<file path="src/rtl/mips_muldiv_seq_if.sv">
// Pipeline-facing bundle for the HI/LO multiply/divide sequencer.
// The pipeline drives ops and HI/LO reads; the unit returns data and status.
interface mips_muldiv_seq_if #(
  parameter int DATA_W = 32
);
  logic              op_valid;
  logic [2:0]        op;
  logic [DATA_W-1:0] src_a;
  logic [DATA_W-1:0] src_b;
  logic              mf_req;
  logic              mf_sel;
  logic [DATA_W-1:0] rd_data;
  logic              busy;
  logic              stall;
  logic              done;
  logic [DATA_W-1:0] hi;
  logic [DATA_W-1:0] lo;

  modport master (
    output op_valid, op, src_a, src_b, mf_req, mf_sel,
    input  rd_data, busy, stall, done, hi, lo
  );

  modport slave (
    input  op_valid, op, src_a, src_b, mf_req, mf_sel,
    output rd_data, busy, stall, done, hi, lo
  );
endinterface

</file>
<file path="src/rtl/mips_muldiv_seq.sv">
// Multi-cycle MIPS MULT/MULTU/DIV/DIVU sequencer owning HI/LO.
// Shift-add multiply and restoring divide on magnitudes, one bit per cycle, signs fixed up last.
module mips_muldiv_seq #(
  parameter int DATA_W = 32
) (
  input logic               clk,
  input logic               rst_n,
  mips_muldiv_seq_if.slave  bus
);
  localparam int CNT_W = (DATA_W > 1) ? $clog2(DATA_W) : 1;
  localparam logic [CNT_W-1:0] CNT_LAST = CNT_W'(DATA_W - 1);

  typedef enum logic [1:0] {
    IDLE = 2'd0,
    RUN  = 2'd1,
    FIX  = 2'd2
  } state_t;

  state_t              state_r;
  logic [CNT_W-1:0]    cnt_r;
  logic [2*DATA_W-1:0] acc_r;
  logic [DATA_W-1:0]   opnd_r;
  logic                is_div_r;
  logic                div0_r;
  logic                sign_a_r;
  logic                sign_b_r;
  logic [DATA_W-1:0]   hi_r;
  logic [DATA_W-1:0]   lo_r;
  logic                busy_r;
  logic                done_r;

  logic                sa_s;
  logic                sb_s;
  logic [DATA_W-1:0]   abs_a_s;
  logic [DATA_W-1:0]   abs_b_s;
  logic [DATA_W:0]     mul_sum_s;
  logic [2*DATA_W-1:0] mul_next_s;
  logic [DATA_W:0]     div_shift_s;
  logic [DATA_W-1:0]   div_rem_s;
  logic [2*DATA_W-1:0] div_next_s;
  logic [2*DATA_W-1:0] prod_fix_s;
  logic [DATA_W-1:0]   quo_s;
  logic [DATA_W-1:0]   rem_s;
  logic [DATA_W-1:0]   quo_fix_s;
  logic [DATA_W-1:0]   rem_fix_s;

  // Operand magnitudes, one multiply/divide step, and final sign fix-up
  always_comb begin
    sa_s    = bus.op[0] & bus.src_a[DATA_W-1];
    sb_s    = bus.op[0] & bus.src_b[DATA_W-1];
    abs_a_s = sa_s ? (-bus.src_a) : bus.src_a;
    abs_b_s = sb_s ? (-bus.src_b) : bus.src_b;

    // acc holds {partial product, remaining multiplier bits}
    if (acc_r[0]) begin
      mul_sum_s = {1'b0, acc_r[2*DATA_W-1:DATA_W]} + {1'b0, opnd_r};
    end else begin
      mul_sum_s = {1'b0, acc_r[2*DATA_W-1:DATA_W]};
    end
    mul_next_s = {mul_sum_s, acc_r[DATA_W-1:1]};

    // acc holds {partial remainder, dividend bits shifting out / quotient bits shifting in}
    div_shift_s = {acc_r[2*DATA_W-1:DATA_W], acc_r[DATA_W-1]};
    div_rem_s   = div_shift_s[DATA_W-1:0] - opnd_r;
    if (div_shift_s >= {1'b0, opnd_r}) begin
      div_next_s = {div_rem_s, acc_r[DATA_W-2:0], 1'b1};
    end else begin
      div_next_s = {div_shift_s[DATA_W-1:0], acc_r[DATA_W-2:0], 1'b0};
    end

    quo_s = acc_r[DATA_W-1:0];
    rem_s = acc_r[2*DATA_W-1:DATA_W];
    if (sign_a_r ^ sign_b_r) begin
      prod_fix_s = -acc_r;
      quo_fix_s  = -quo_s;
    end else begin
      prod_fix_s = acc_r;
      quo_fix_s  = quo_s;
    end
    if (sign_a_r) begin
      rem_fix_s = -rem_s;
    end else begin
      rem_fix_s = rem_s;
    end
  end

  // Sequencer FSM, datapath registers and architectural HI/LO
  always_ff @(posedge clk or negedge rst_n) begin
    if (!rst_n) begin
      state_r  <= IDLE;
      cnt_r    <= {CNT_W{1'b0}};
      acc_r    <= {(2*DATA_W){1'b0}};
      opnd_r   <= {DATA_W{1'b0}};
      is_div_r <= 1'b0;
      div0_r   <= 1'b0;
      sign_a_r <= 1'b0;
      sign_b_r <= 1'b0;
      hi_r     <= {DATA_W{1'b0}};
      lo_r     <= {DATA_W{1'b0}};
      busy_r   <= 1'b0;
      done_r   <= 1'b0;
    end else begin
      done_r <= 1'b0;
      case (state_r)
        IDLE: begin
          if (bus.op_valid && bus.op[2]) begin
            if (bus.op[1:0] == 2'b00) begin
              hi_r <= bus.src_a;
            end else if (bus.op[1:0] == 2'b01) begin
              lo_r <= bus.src_a;
            end
          end else if (bus.op_valid) begin
            is_div_r <= bus.op[1];
            sign_a_r <= sa_s;
            sign_b_r <= sb_s;
            cnt_r    <= CNT_LAST;
            busy_r   <= 1'b1;
            if (bus.op[1] && (bus.src_b == {DATA_W{1'b0}})) begin
              // Divide by zero keeps the raw dividend for HI
              div0_r  <= 1'b1;
              acc_r   <= {{DATA_W{1'b0}}, bus.src_a};
              state_r <= FIX;
            end else if (bus.op[1]) begin
              div0_r  <= 1'b0;
              acc_r   <= {{DATA_W{1'b0}}, abs_a_s};
              opnd_r  <= abs_b_s;
              state_r <= RUN;
            end else begin
              div0_r  <= 1'b0;
              acc_r   <= {{DATA_W{1'b0}}, abs_b_s};
              opnd_r  <= abs_a_s;
              state_r <= RUN;
            end
          end
        end
        RUN: begin
          acc_r <= is_div_r ? div_next_s : mul_next_s;
          if (cnt_r == {CNT_W{1'b0}}) begin
            state_r <= FIX;
          end else begin
            cnt_r <= cnt_r - CNT_W'(1);
          end
        end
        FIX: begin
          if (div0_r) begin
            hi_r <= acc_r[DATA_W-1:0];
            lo_r <= {DATA_W{1'b1}};
          end else if (is_div_r) begin
            hi_r <= rem_fix_s;
            lo_r <= quo_fix_s;
          end else begin
            hi_r <= prod_fix_s[2*DATA_W-1:DATA_W];
            lo_r <= prod_fix_s[DATA_W-1:0];
          end
          state_r <= IDLE;
          busy_r  <= 1'b0;
          done_r  <= 1'b1;
        end
        default: begin
          state_r <= IDLE;
          busy_r  <= 1'b0;
        end
      endcase
    end
  end

  assign bus.hi      = hi_r;
  assign bus.lo      = lo_r;
  assign bus.busy    = busy_r;
  assign bus.done    = done_r;
  assign bus.rd_data = bus.mf_sel ? hi_r : lo_r;
  assign bus.stall   = busy_r & (bus.op_valid | bus.mf_req);
endmodule

</file>
<file path="src/flat_wrapper.sv">
// flat-port wrapper written by rule: the top's interface ports become plain ports
module mips_muldiv_seq_flat 
#(
  parameter int DATA_W = 32
)
  (clk, rst_n, bus_op_valid, bus_op, bus_src_a, bus_src_b, bus_mf_req, bus_mf_sel, bus_rd_data, bus_busy, bus_stall, bus_done, bus_hi, bus_lo);
  mips_muldiv_seq_if #(.DATA_W(DATA_W)) bus_i ();
  input logic clk;
  input logic rst_n;
  input wire logic [$bits(bus_i.op_valid)-1:0] bus_op_valid;
  input wire logic [$bits(bus_i.op)-1:0] bus_op;
  input wire logic [$bits(bus_i.src_a)-1:0] bus_src_a;
  input wire logic [$bits(bus_i.src_b)-1:0] bus_src_b;
  input wire logic [$bits(bus_i.mf_req)-1:0] bus_mf_req;
  input wire logic [$bits(bus_i.mf_sel)-1:0] bus_mf_sel;
  output wire logic [$bits(bus_i.rd_data)-1:0] bus_rd_data;
  output wire logic [$bits(bus_i.busy)-1:0] bus_busy;
  output wire logic [$bits(bus_i.stall)-1:0] bus_stall;
  output wire logic [$bits(bus_i.done)-1:0] bus_done;
  output wire logic [$bits(bus_i.hi)-1:0] bus_hi;
  output wire logic [$bits(bus_i.lo)-1:0] bus_lo;
  assign bus_i.op_valid = bus_op_valid;
  assign bus_i.op = bus_op;
  assign bus_i.src_a = bus_src_a;
  assign bus_i.src_b = bus_src_b;
  assign bus_i.mf_req = bus_mf_req;
  assign bus_i.mf_sel = bus_mf_sel;
  assign bus_rd_data = bus_i.rd_data;
  assign bus_busy = bus_i.busy;
  assign bus_stall = bus_i.stall;
  assign bus_done = bus_i.done;
  assign bus_hi = bus_i.hi;
  assign bus_lo = bus_i.lo;
  mips_muldiv_seq #(.DATA_W(DATA_W)) u_core (.clk(clk), .rst_n(rst_n), .bus(bus_i));
endmodule
</file>
<file path="config.mk">
export PLATFORM = sky130hd
export DESIGN_NAME = mips_muldiv_seq_flat
export DESIGN_NICKNAME = d
export VERILOG_FILES = /design/src/rtl/mips_muldiv_seq_if.sv /design/src/rtl/mips_muldiv_seq.sv /design/src/flat_wrapper.sv
export SDC_FILE = /design/constraint.sdc
export NUM_CORES = 1
export LEC_CHECK = 0
export CAP_MARGIN = 5
export CORE_UTILIZATION = 55
export CTS_CLUSTER_DIAMETER = 120
export DETAILED_ROUTE_END_ITERATION = 10
export MAX_ROUTING_LAYER = met4
export PLACE_DENSITY = 0.77
export SYNTH_ARGS = -nofsm -noshare
export SYNTH_HDL_FRONTEND = slang
export SYNTH_SLANG_ARGS = --single-unit
</file>
<file path="constraint.sdc">
create_clock -name clk -period 5.43 [get_ports clk]
set_input_delay 0.8145 -clock clk [delete_from_list [all_inputs] [get_ports clk]]
set_output_delay 0.8145 -clock clk [all_outputs]
set_load 0.03 [all_outputs]
</file>
## After elaboration in Yosys (flattened, before gate mapping)

Cells that the tools add are included.

- Add/sub/neg operators: 8
- Multipliers: 0
- Div/mod/pow operators: 0
- $lt $le $gt $ge: 1
- Eq/ne operators: 11
- Shift operators: 0
- Mux-type cells: 40
- Bitwise gates (word level): 8
- Reduce and logical (&&, ||, !) cells: 16

Operators by type and width:

| cell | number |
|---|---|
| two-way mux 32 bit | 16 |
| two-way mux 64 bit | 6 |
| negator 32 bit | 4 |
| case mux 32 bit (2 select lines) | 2 |
| case mux 64 bit (2 select lines) | 1 |
| negator 64 bit | 1 |
| adder 32 x 32 -> 33 bit | 1 |
| greater-or-equal comparator 33 x 32 -> 1 bit | 1 |
| two-way mux 33 bit | 1 |
| logical NOT 32 bit | 1 |
| subtractor 32 bit | 1 |
| two-way mux 5 bit | 3 |
| AND reduction 3 bit | 5 |
| AND reduction 4 bit | 3 |
| case mux 5 bit (2 select lines) | 1 |
| two-way mux 2 bit | 4 |
| != test 2 x 1 -> 1 bit, second input constant | 4 |
| != test 2 bit, second input constant | 4 |
| logical NOT 5 bit | 1 |
| subtractor 5 x 1 -> 5 bit, second input constant | 1 |
| == test 2 x 1 -> 1 bit, second input constant | 2 |
| logical NOT 2 bit | 2 |
| two-way mux 1 bit | 4 |
| case mux 2 bit (2 select lines) | 1 |
| 8 further kinds | 14 |

- Register bits after elaboration: 173
- Bits in latches: 0
- Bits in writable memories: 0
- Memory bits (read-only): 0
- Input port bits: 72
- Output and inout bits: 99
- Logic and storage cells: 96
- Memories: 0

## Logic depth before layout (Yosys ltp)

Gate-level depths: netlist of run 1.

- Depth in word-level cells: 7
- Mapped depth: 14
- Depth with buffers taken out: 13

## Worst setup path after synthesis of run 1

Ideal clock, no wire load.

- Kind: in2reg
- Start point: input port bus_src_b[1]
- End point: register u_core.acc_r[20]
- Library setup time: 121 ps
- Data arrival time: 3148 ps
- Data required time: 5309 ps
- Path slack: 2161 ps
- Stages on the path: 13
- Cell sequence: inv_1 ha_1 nor4b_1 and4_1 clkbuf_1 nor4b_4 and4b_1 buf_4 nor3_1 a21oi_2 a21oi_1 a211o_1 a22o_1

- Word-level cells in the longest chain between the ends: 7
- Elaborated cells between the ends (all ways): 9
- Classes of those cells: 1 x add/sub; 6 x mux; 2 x reduce/logical

Ends and longest elaborated chain:

| element | line | source |
|---|---|---|
| start: declaration | flat_wrapper.sv:13 | `input wire logic [$bits(bus_i.src_b)-1:0] bus_src_b;` |
| negator 32 bit | mips_muldiv_seq.sv:52 | `abs_b_s = sb_s ? (-bus.src_b) : bus.src_b;` |
| two-way mux 32 bit | mips_muldiv_seq.sv:52 |  |
| two-way mux 32 bit | mips_muldiv_seq.sv:123 | `end else if (bus.op[1]) begin` |
| two-way mux 64 bit * | mips_muldiv_seq.sv:118 | `if (bus.op[1] && (bus.src_b == {DATA_W{1'b0}})) begin` |
| two-way mux 64 bit * | mips_muldiv_seq.sv:112 | `end else if (bus.op_valid) begin` |
| two-way mux 64 bit * | mips_muldiv_seq.sv:106 | `if (bus.op_valid && bus.op[2]) begin` |
| case mux 64 bit (2 select lines) * | mips_muldiv_seq.sv:104 | `case (state_r)` |
| end signal: assignment | mips_muldiv_seq.sv:121 | `acc_r <= {{DATA_W{1'b0}}, bus.src_a};` |
| end signal: assignment | mips_muldiv_seq.sv:125 | `acc_r <= {{DATA_W{1'b0}}, abs_a_s};` |
| end signal: assignment | mips_muldiv_seq.sv:130 | `acc_r <= {{DATA_W{1'b0}}, abs_b_s};` |
| end: declaration | mips_muldiv_seq.sv:21 | `logic [2*DATA_W-1:0] acc_r;` |

Mark *: on every way between the ends. The rest lies on a longest branch, timed or not. The select of a mux whose other input is x is not followed.
A chain may end at the register's enable or synchronous reset.

## Worst setup path after layout of run 1

- Start point: register u_core.acc_r[53]
- End point: register u_core.acc_r[53]

- Word-level cells in the longest chain between the ends: 4
- Elaborated cells between the ends (all ways): 6
- Classes of those cells: 1 x add/sub; 1 x order compare; 4 x mux

Ends and longest elaborated chain:

| element | line | source |
|---|---|---|
| start signal: assignment | mips_muldiv_seq.sv:92 | `acc_r <= {(2*DATA_W){1'b0}};` |
| start signal: assignment | mips_muldiv_seq.sv:121 |  |
| start signal: assignment | mips_muldiv_seq.sv:125 |  |
| adder 32 x 32 -> 33 bit or greater-or-equal comparator 33 x 32 -> 1 bit (tied branches) | mips_muldiv_seq.sv:56, mips_muldiv_seq.sv:65 |  |
| two-way mux 33 bit or two-way mux 64 bit (tied branches) | mips_muldiv_seq.sv:55, mips_muldiv_seq.sv:65 |  |
| two-way mux 64 bit * | mips_muldiv_seq.sv:137 | `acc_r <= is_div_r ? div_next_s : mul_next_s;` |
| case mux 64 bit (2 select lines) * | mips_muldiv_seq.sv:104 |  |

Mark *: on every way between the ends. The rest lies on a longest branch, timed or not.

==> results of run 1 <==
==> sequential cells by signal (all words and copies together), names as in the netlist <==
signal,cells
u_core.sign_b_r,1
u_core.bus.busy,1
u_core.acc_r,64
u_core.cnt_r,5
u_core.bus.hi,32
u_core.is_div_r,1
u_core.opnd_r,32
u_core.sign_a_r,1
u_core.state_r,2
u_core.bus.lo,32
u_core.div0_r,1
u_core.bus.done,1
==> metal layers <==
layer / global-route usage / wire length, µm / part of all wire / vias up
met5: - / 0 / 0 / -
met2: 0.611 / 27100 / 0.42 / 1195
met4: 0.171 / 2580 / 0.040 / 0
met3: 0.0978 / 7700 / 0.12 / 166
li1: - / - / - / 7960
met1: 0.583 / 26800 / 0.42 / 8373
==> power breakdown <==
group | internal, W | switching [W] | total, W
logic | 0.00405 | 0.00623 | 0.0103
registers | 0.00191 | 0.00130 | 0.00321
clock network | 0.000612 | 0.000625 | 0.00124
total | 0.00656 | 0.00816 | 0.0147
==> cells by family after synthesis <==
kind of cell,count (synthesis)
compound gates,734
xor+xnor,170
fa+ha+maj,72
buf+inv,250
flops,173
mux,99
simple gates,662
==> worst max path at each step <==
stage,end,start,cells past startpoint
2_1_floorplan,u_core.acc_r[20]$_DFFE_PN0P_,bus_src_b[1],13
3_3_place_gp,u_core.acc_r[20]$_DFFE_PN0P_,bus_src_b[0],13
3_5_place_dp,u_core.acc_r[20]$_DFFE_PN0P_,bus_src_b[0],13
4_1_cts,u_core.acc_r[37]$_DFFE_PN0P_,u_core.acc_r[53]$_DFFE_PN0P_,11
5_1_grt,u_core.acc_r[45]$_DFFE_PN0P_,u_core.acc_r[53]$_DFFE_PN0P_,11
6_report,u_core.acc_r[53]$_DFFE_PN0P_,u_core.acc_r[53]$_DFFE_PN0P_,11
==> synth_stat cells (25+ instances only) <==
master | instances | area (µm²)
nand2_1 | 221 | 830
nor2_1 | 186 | 698
a21oi_1 | 185 | 926
o21ai_0 | 179 | 896
dfrtp_1 | 173 | 4330
clkbuf_1 | 137 | 514
xnor2_1 | 88 | 771
xor2_1 | 82 | 718
inv_1 | 75 | 282
a211oi_1 | 70 | 526
ha_1 | 70 | 876
nor3_1 | 62 | 310
mux2i_1 | 56 | 561
mux2_2 | 43 | 484
o22ai_1 | 43 | 269
o31ai_1 | 39 | 293
nand3_1 | 37 | 185
nor2b_1 | 27 | 169
a21o_1 | 25 | 188
a22o_1 | 25 | 219
==> stage by stage <==
step	utilization	cells	hold slack, ps
finish	0.636	2603	366
global route	0.636	2603	426
CTS	0.636	2602	396
detailed placement	0.617	2570	491
global placement	0.617	2570	485
floorplan	-	2160	469
==> area by class of cell <==
class / count / share of cell area
tap: 390 / 0.0259
clock buffer: 17 / 0.0226
antenna: 1 / 0.000133
clock inverter: 15 / 0.00770
inverter: 77 / 0.0153
multi-input combinational: 1737 / 0.598
sequential: 173 / 0.230
timing repair buffer: 193 / 0.101
==> impl.org, run 1 <==
** Global route
- The first global-routing pass estimated 97.7 mm of wire.
- The number of global-route vias before repair was 16100.
- Entering global routing, the biggest net connects 106 pins.
- In the global route stage, overall resource usage came out at 0.428.
- Congestion Overflow GR :: 0
- The number of antenna violations at the first check in global routing is 1.

** Setup path
- Counting cells, the worst reg-to-reg path comes to 11.
- Element type at the critical path start :: flip-flop
- R2r setup slk :: 1220 ps
- Among all stages on the critical path, the largest delay is contributed by ha_1.
- The critical path goes through ha_1, nand4_1, a211oi_1, o21ai_0, a2111oi_1, nor3_1, nor2_4, buf_4, nor2_1, a31oi_1, o21ai_0.
- By instance count, the cell type seen most on the critical path is o21ai_0.
- The endpoint identified for the worst register-to-register timing path is u_core.acc_r[53]$_DFFE_PN0P_.
- At the worst endpoint, the arrival time is 4520 ps.
- The worst setup path is of the reg2reg kind.
- CP delay by family, top :: compound AO/OA/AOI/OAI gates
- Max Fanout on Critical Path :: 37
- Data required time of the critical path :: 5740 ps
- In this design, the stage delay of the slowest critical-path cell is 570 ps.
- Worst path buffer plus inverter count :: 1
- Reg-to-reg startpoint :: u_core.acc_r[53]$_DFFE_PN0P_
- Kind of end point of the critical path :: flip-flop

** Synthesis
- The share of the synthesized area in compound gates (AO/OA/AOI/OAI) is 0.285.
- The cell area that synthesis handed to floorplanning was 0.0166 mm².
- Share of synthesized cell area in full adder, half adder and majority cells :: 0.0553
- Async set or reset register ratio after synthesis :: 1.00
- Post-Syn Instances :: 2160
- Number of flops mapped to enable cells by yosys :: 0
- Yosys warning total :: 0
- After synthesis, the largest family of logic cells by area is compound AO/OA/AOI/OAI gates.
- Seq/Total Area, Yosys :: 0.261
- Synthesis instantiated 82 different standard cells from the library.
- Measured against the total synthesized area, the mux share comes to 0.0631.
- Averaged over all synthesized cells, the footprint is 7.67 µm².
- Of the total synthesized cell area, the portion taken by XOR and XNOR cells is 0.0899.
- Flip-flop and latch count after synthesis :: 173
- Of the total synthesized cell area, the portion taken by AND, OR, NAND and NOR gates is 0.186.
- Post-synth top flop :: dfrtp_1
- Synthesis produced a netlist with a net count of 2304.

** Layout
- In the final layout, the share of cells above drive strength 1 is 0.0574.
- Synthesis-to-layout area growth :: 13.8%
- Registers take 0.00433 mm².
- Fin nets :: 2343
- The layout has 2625 filler cells.
- Finished Cell Area :: 0.0189 mm²
- In the final layout, the multi-input gates occupy 0.0113 mm².
- Most frequent cells in the layout :: 220 x nand2_1, 185 x nor2_1, 185 x a21oi_1
- The library cell used most frequently in the layout, excluding fill and tap cells, is nand2_1.

** Clock tree
- Clock network latency to the later pin of the worst-skew pair :: 450 ps
- In this run, post-CTS repair resized a total of 0 instances.
- Max Buffers Root-to-Sink :: 2
- The tree built by TritonCTS fans out to 173 sinks.
- Clock-pin slew on the worst setup and hold paths :: 80 ps
- Num CTS Buffers :: 17
- Maximum level of the CTS H-tree :: 4
- TritonCTS clock tree :: done
- Clock tree synthesis selected as its root buffer the cell clkbuf_16.
- Cts-stage hold buffer count :: 0
- The number of setup buffers added after CTS is 0.

** Floorplan
- Initial Util :: 0.559
- The die covers 0.0308 mm².
- Die boundary height :: 176 µm
- After floorplanning, the core was sized to cover 0.0296 mm².
- The floorplan has 63 rows.
- Measured along the x axis, the die boundary spans 176 µm.
- IO Count :: 171

** STA
- In this run the tightest slew margin relative to its limit is 0.149.
- Setup repair after global routing missed its margin :: false
- Worst clock skew :: 18.2 ps
- At the pin with the least slew margin, the transition time is 1270 ps.
- Max Clk Rate :: 0.237 GHz
- Post-Route Setup TNS :: 0 ps
- Slew Viols, Final :: 0
- The smallest clock period supported by the final layout is computed as 4210 ps.
- Of the available clock period, the critical path in the final layout requires 0.776.
- The number of failing hold endpoints at the final stage was 0.
- Setup violations remaining at the end of the flow were counted as 0.
- Worst setup margin :: 1220 ps

** Status
- Result of the run :: completed

** Detailed routing
- Starting DRC count in detailed routing :: 2703
- Post-route DRC violation count :: 0
- In the final routed layout, each cell accounts on average for 24.7 µm.
- 1st-pass router iterations :: 7
- Number of nets with antenna violations after detailed routing :: 0
- After detailed routing, the total wire length is 64.2 mm.
- Summing over every cut layer, the via total after detailed routing is 17700.
- Vias per inst :: 6.80

** Job
- Max-cap viol count :: 0

** Place
- HPWL after detailed placement :: 49.1 mm
- Routability-driven placement finished with a final weighted congestion of 1.08.
- Before CTS, the worst setup slack after placement is 1070 ps.
- In this run the tool buffered the top-level ports with 170 buffer cells.
- Instance area after placement :: 0.0183 mm²

** Power
- Maximum vdd ir drop :: 0.000388 V
- Power after layout :: 0.0147 W
- Cell area power density :: 781 mW/mm²
- Leakage component of the power :: 7.72 nW

** Min path
- Worst hold path type :: in2async
(Power assumes the default switching activity.)
==> inputs of run 2 (changes only) <==
--- a/config.mk
+++ b/config.mk
@@ -6,7 +6,7 @@
 export NUM_CORES = 1
 export LEC_CHECK = 0
 export CAP_MARGIN = 5
-export CORE_UTILIZATION = 55
+export CORE_UTILIZATION = 53
 export CTS_CLUSTER_DIAMETER = 120
 export DETAILED_ROUTE_END_ITERATION = 10
 export MAX_ROUTING_LAYER = met4
==> constraint.sdc (replaced) <==
create_clock -name clk -period 3.5 [get_ports clk]
set_input_delay 0.525 -clock clk [delete_from_list [all_inputs] [get_ports clk]]
set_output_delay 0.525 -clock clk [all_outputs]
set_load 0.03 [all_outputs]
==> impl.org, run 2 (synthesis results as in run 1) <==
** Power
- The total power per unit cell area came to 1220 mW/mm² (was 781 mW/mm²).
- The switching power share of the total was 0.531 (was 0.554).
- Part of the power in combinational logic :: 0.759 (was 0.698)
- Reported net switching power :: 0.0133 W (was 0.00816 W)
- The sequential fraction of design power is 0.166 (was 0.218).
- The leakage power figure is 8.78 nW (was 7.72 nW).
- Internal power consumption :: 0.0118 W (was 0.00656 W)
- The maximum VDD drop is 0.000727 V (was 0.000388 V).
- Relative contribution of the clock network to total power :: 0.075 (was 0.084)

** Clock tree
- The library cell used as clock root buffer is clkbuf_16 (unchanged).
- TritonCTS clock tree :: done (unchanged)
- The number of buffers added to fix hold violations after cts was 0 (unchanged).
- Maximum level of the CTS H-tree :: 4 (unchanged)
- Num CTS Buffers :: 17 (unchanged)
- Max Buffers Root-to-Sink :: 2 (unchanged)
- Clock network latency to the later pin of the worst-skew pair :: 460 ps (was 450 ps)
- CTS Sinks :: 173 (unchanged)
- Clock-pin slew on the worst setup and hold paths :: 70 ps (was 80 ps)

** Setup path
- Arrival time of data at the critical path endpoint :: 3750 ps (was 4520 ps)
- The critical path data required time is 3820 ps (was 5740 ps).
- The critical path buffer and inverter count came to 4 (was 1).
- Highest-delay cell along the critical path :: dfrtp_1 (was ha_1)
- Element type at the critical path start :: flip-flop (unchanged)
- The gate family responsible for the most delay along the worst path was compound AO/OA/AOI/OAI gates (unchanged).
- Max Fanout on Critical Path :: 7 (was 37)
- Delay contributed by the slowest stage of the critical path :: 490 ps (was 570 ps)
- The nature of the critical path endpoint was a flip-flop (unchanged).
- Crit path cell chain :: inv_1, ha_1, a21oi_1, a21oi_1, o21ai_1, buf_4, o22ai_1, nor3_1, buf_4, nor2_4, buf_4, mux2_2, a211oi_2, a21oi_1 (was ha_1, nand4_1, a211oi_1, o21ai_0, a2111oi_1, nor3_1, nor2_4, buf_4, nor2_1, a31oi_1, o21ai_0)
- The critical path class was reg2reg (unchanged).

** Global route
- The global-route wire length before repair came to 104 mm (was 97.7 mm).
- The number of antenna violations at the first check in global routing was 4 (was 1).
- Largest net degree at the start of global routing :: 98 (was 106)
- The remaining global-route overflow came to 0 (unchanged).
- The total track usage is 0.450 (was 0.428).
- The number of global-route vias before repair is 17200 (was 16100).

** STA
- Least-Margin Pin Slew :: 1020 ps (was 1270 ps)
- Worst clock skew :: 13.5 ps (was 18.2 ps)
- Slew Viols, Final :: 0 (unchanged)
- Normalized max-slew margin :: 0.318 (was 0.149)
- Post-route clock period utilization :: 0.978 (was 0.776)
- The maximum achievable frequency is 0.292 GHz (was 0.237 GHz).
- Post-Route Setup TNS :: 0 ps (unchanged)
- The number of failing hold endpoints at the final stage was 0 (unchanged).
- Final setup viols :: 0 (unchanged)
- Clock period minus worst slack :: 3420 ps (was 4210 ps)

** Layout
- Number of fill cells :: 2655 (was 2625)
- Number of non-filler instances in the completed layout :: 2827 (was 2603)
- Finished Cell Area :: 0.0206 mm² (was 0.0189 mm²)
- The number of flip-flops under the largest register name is 64 (unchanged).
- Most frequent cells in the layout :: 234 x buf_4, 220 x nand2_1, 185 x nor2_1, 185 x a21oi_1, 175 x o21ai_0 (was 220 x nand2_1, 185 x nor2_1, 185 x a21oi_1)
- The number of nets at the end of the flow is 2559 (was 2343).
- The layout-stage area growth over the synthesis result is 24.3% (was 13.8%).
- Most flop-heavy register :: u_core.acc_r (unchanged)
- Layout cell share with drive strength beyond 1 :: 0.145 (was 0.0574)
- The most frequent standard cell in the layout excluding fill and tap cells was buf_4 (was nand2_1).

** Detailed routing
- Number of vias after detailed routing :: 18900 (was 17700)
- Starting DRC count in detailed routing :: 2960 (was 2703)
- Post-route DRC violation count :: 0 (unchanged)
- Number of nets with antenna violations after detailed routing :: 0 (unchanged)
- The average wire length per cell after detail routing was 24.9 µm (was 24.7 µm).
- 1st-pass router iterations :: 6 (was 7)
- Vias per inst :: 6.68 (was 6.80)
- The wire length after detailed routing came to 70.3 mm (was 64.2 mm).

** Floorplan
- Horizontal die dimension :: 179 µm (was 176 µm)
- The boundary pin count came to 171 (unchanged).
- The area of the placeable core came to 0.0307 mm² (was 0.0296 mm²).
- The height of the die came to 179 µm (was 176 µm).
- DIE AREA :: 0.0320 mm² (was 0.0308 mm²)
- Number of core rows :: 64 (was 63)
- The initial standard-cell utilization of the core came to 0.540 (was 0.559).

** Place
- The half-perimeter wire length after detailed placement came to 54.8 mm (was 49.1 mm).
- The number of port buffers is 170 (unchanged).
- Final RePlAce weighted congestion :: 1.16 (was 1.08)
- The number of placed cells counting well taps came to 2790 (was 2570).
- The post-place instance area came to 0.0199 mm² (was 0.0183 mm²).

** Status
- Result of the run :: completed (unchanged)

** Job
- The total of max-cap violations was 0 (unchanged).

** Min path
- The path category of the worst min-delay check was in2async (unchanged).
-- run 2: per-layer routing --
metal,GRT usage,part of all wire,vias up
li1,-,-,8404
met1,0.604,0.41,8943
met2,0.634,0.42,1354
met3,0.121,0.13,191
met4,0.188,0.044,0
met5,-,0,-
-- run 2: worst paths after layout --
kind	start	endpoint	slack (ps)	cells after the start
max	u_core.opnd_r[12]$_DFFE_PN0P_	u_core.acc_r[0]$_DFFE_PN0P_	80	14
min	rst_n	u_core.acc_r[35]$_DFFE_PN0P_	100	1
max reg2reg	u_core.opnd_r[12]$_DFFE_PN0P_	u_core.acc_r[0]$_DFFE_PN0P_	80	14
min reg2reg	u_core.bus.lo[12]$_DFFE_PN0P_	u_core.bus.lo[12]$_DFFE_PN0P_	500	2
max in group asynchronous	rst_n	u_core.cnt_r[2]$_DFFE_PN0P_	2500	2
min in group clk	u_core.bus.lo[12]$_DFFE_PN0P_	u_core.bus.lo[12]$_DFFE_PN0P_	500	2
-- run 2: power by group through the flow --
stage | Combinational, W | Clock, W | Sequential [W]
floorplan | 0.0108 | 0 | 0.00444
global placement | 0.0179 | 0 | 0.00407
detailed placement | 0.0182 | 0 | 0.00411
CTS | 0.0183 | 0.00188 | 0.00408
global route | 0.0203 | 0.00196 | 0.00420
finish | 0.0191 | 0.00189 | 0.00416
-- run 2: cell type report --
class | instances | area (µm²) | area share
multi-input cells | 1737 | 11300 | 0.551
flip-flops and latches | 173 | 4330 | 0.210
repair buffers | 409 | 3570 | 0.174
inverters | 77 | 289 | 0.0140
well taps | 396 | 495 | 0.0241
diodes | 4 | 10.0 | 0.000486
clock buffers | 19 | 433 | 0.0210
clock inverters | 12 | 115 | 0.00559
-- run 2: worst register-to-register path: cells and delay by family, from the launching register on --
| family | cells | cell delay (ps) |
|---|---|---|
| compound gates | 6 | 1250 |
| mux | 1 | 280 |
| simple gates | 2 | 290 |
| buf+inv | 4 | 630 |
| flops | 1 | 490 |
| fa+ha+maj | 1 | 370 |
-- run 2: metrics by stage --
step           hold slack (ps)  utilization  total power [W]  worst slack, ps
2_1_floorplan              229            -           0.0153              269
3_3_place_gp               485        0.650           0.0220            -19.2
3_5_place_dp               492        0.650           0.0223            -79.8
4_1_cts                    130        0.668           0.0243             51.1
5_1_grt                    150        0.671           0.0265            -23.2
6_report                  97.9        0.671           0.0251             75.4
-- run 2: timing repair --
| action | 4_1_cts | 5_1_grt |
|---|---|---|
| pin swaps | 0 | 2 |
| buffers inserted | 0 | 1 |
| setup endpoints to repair | 1 | 29 |
| cloned | 0 | 1 |
| resized for setup | 1 | 16 |
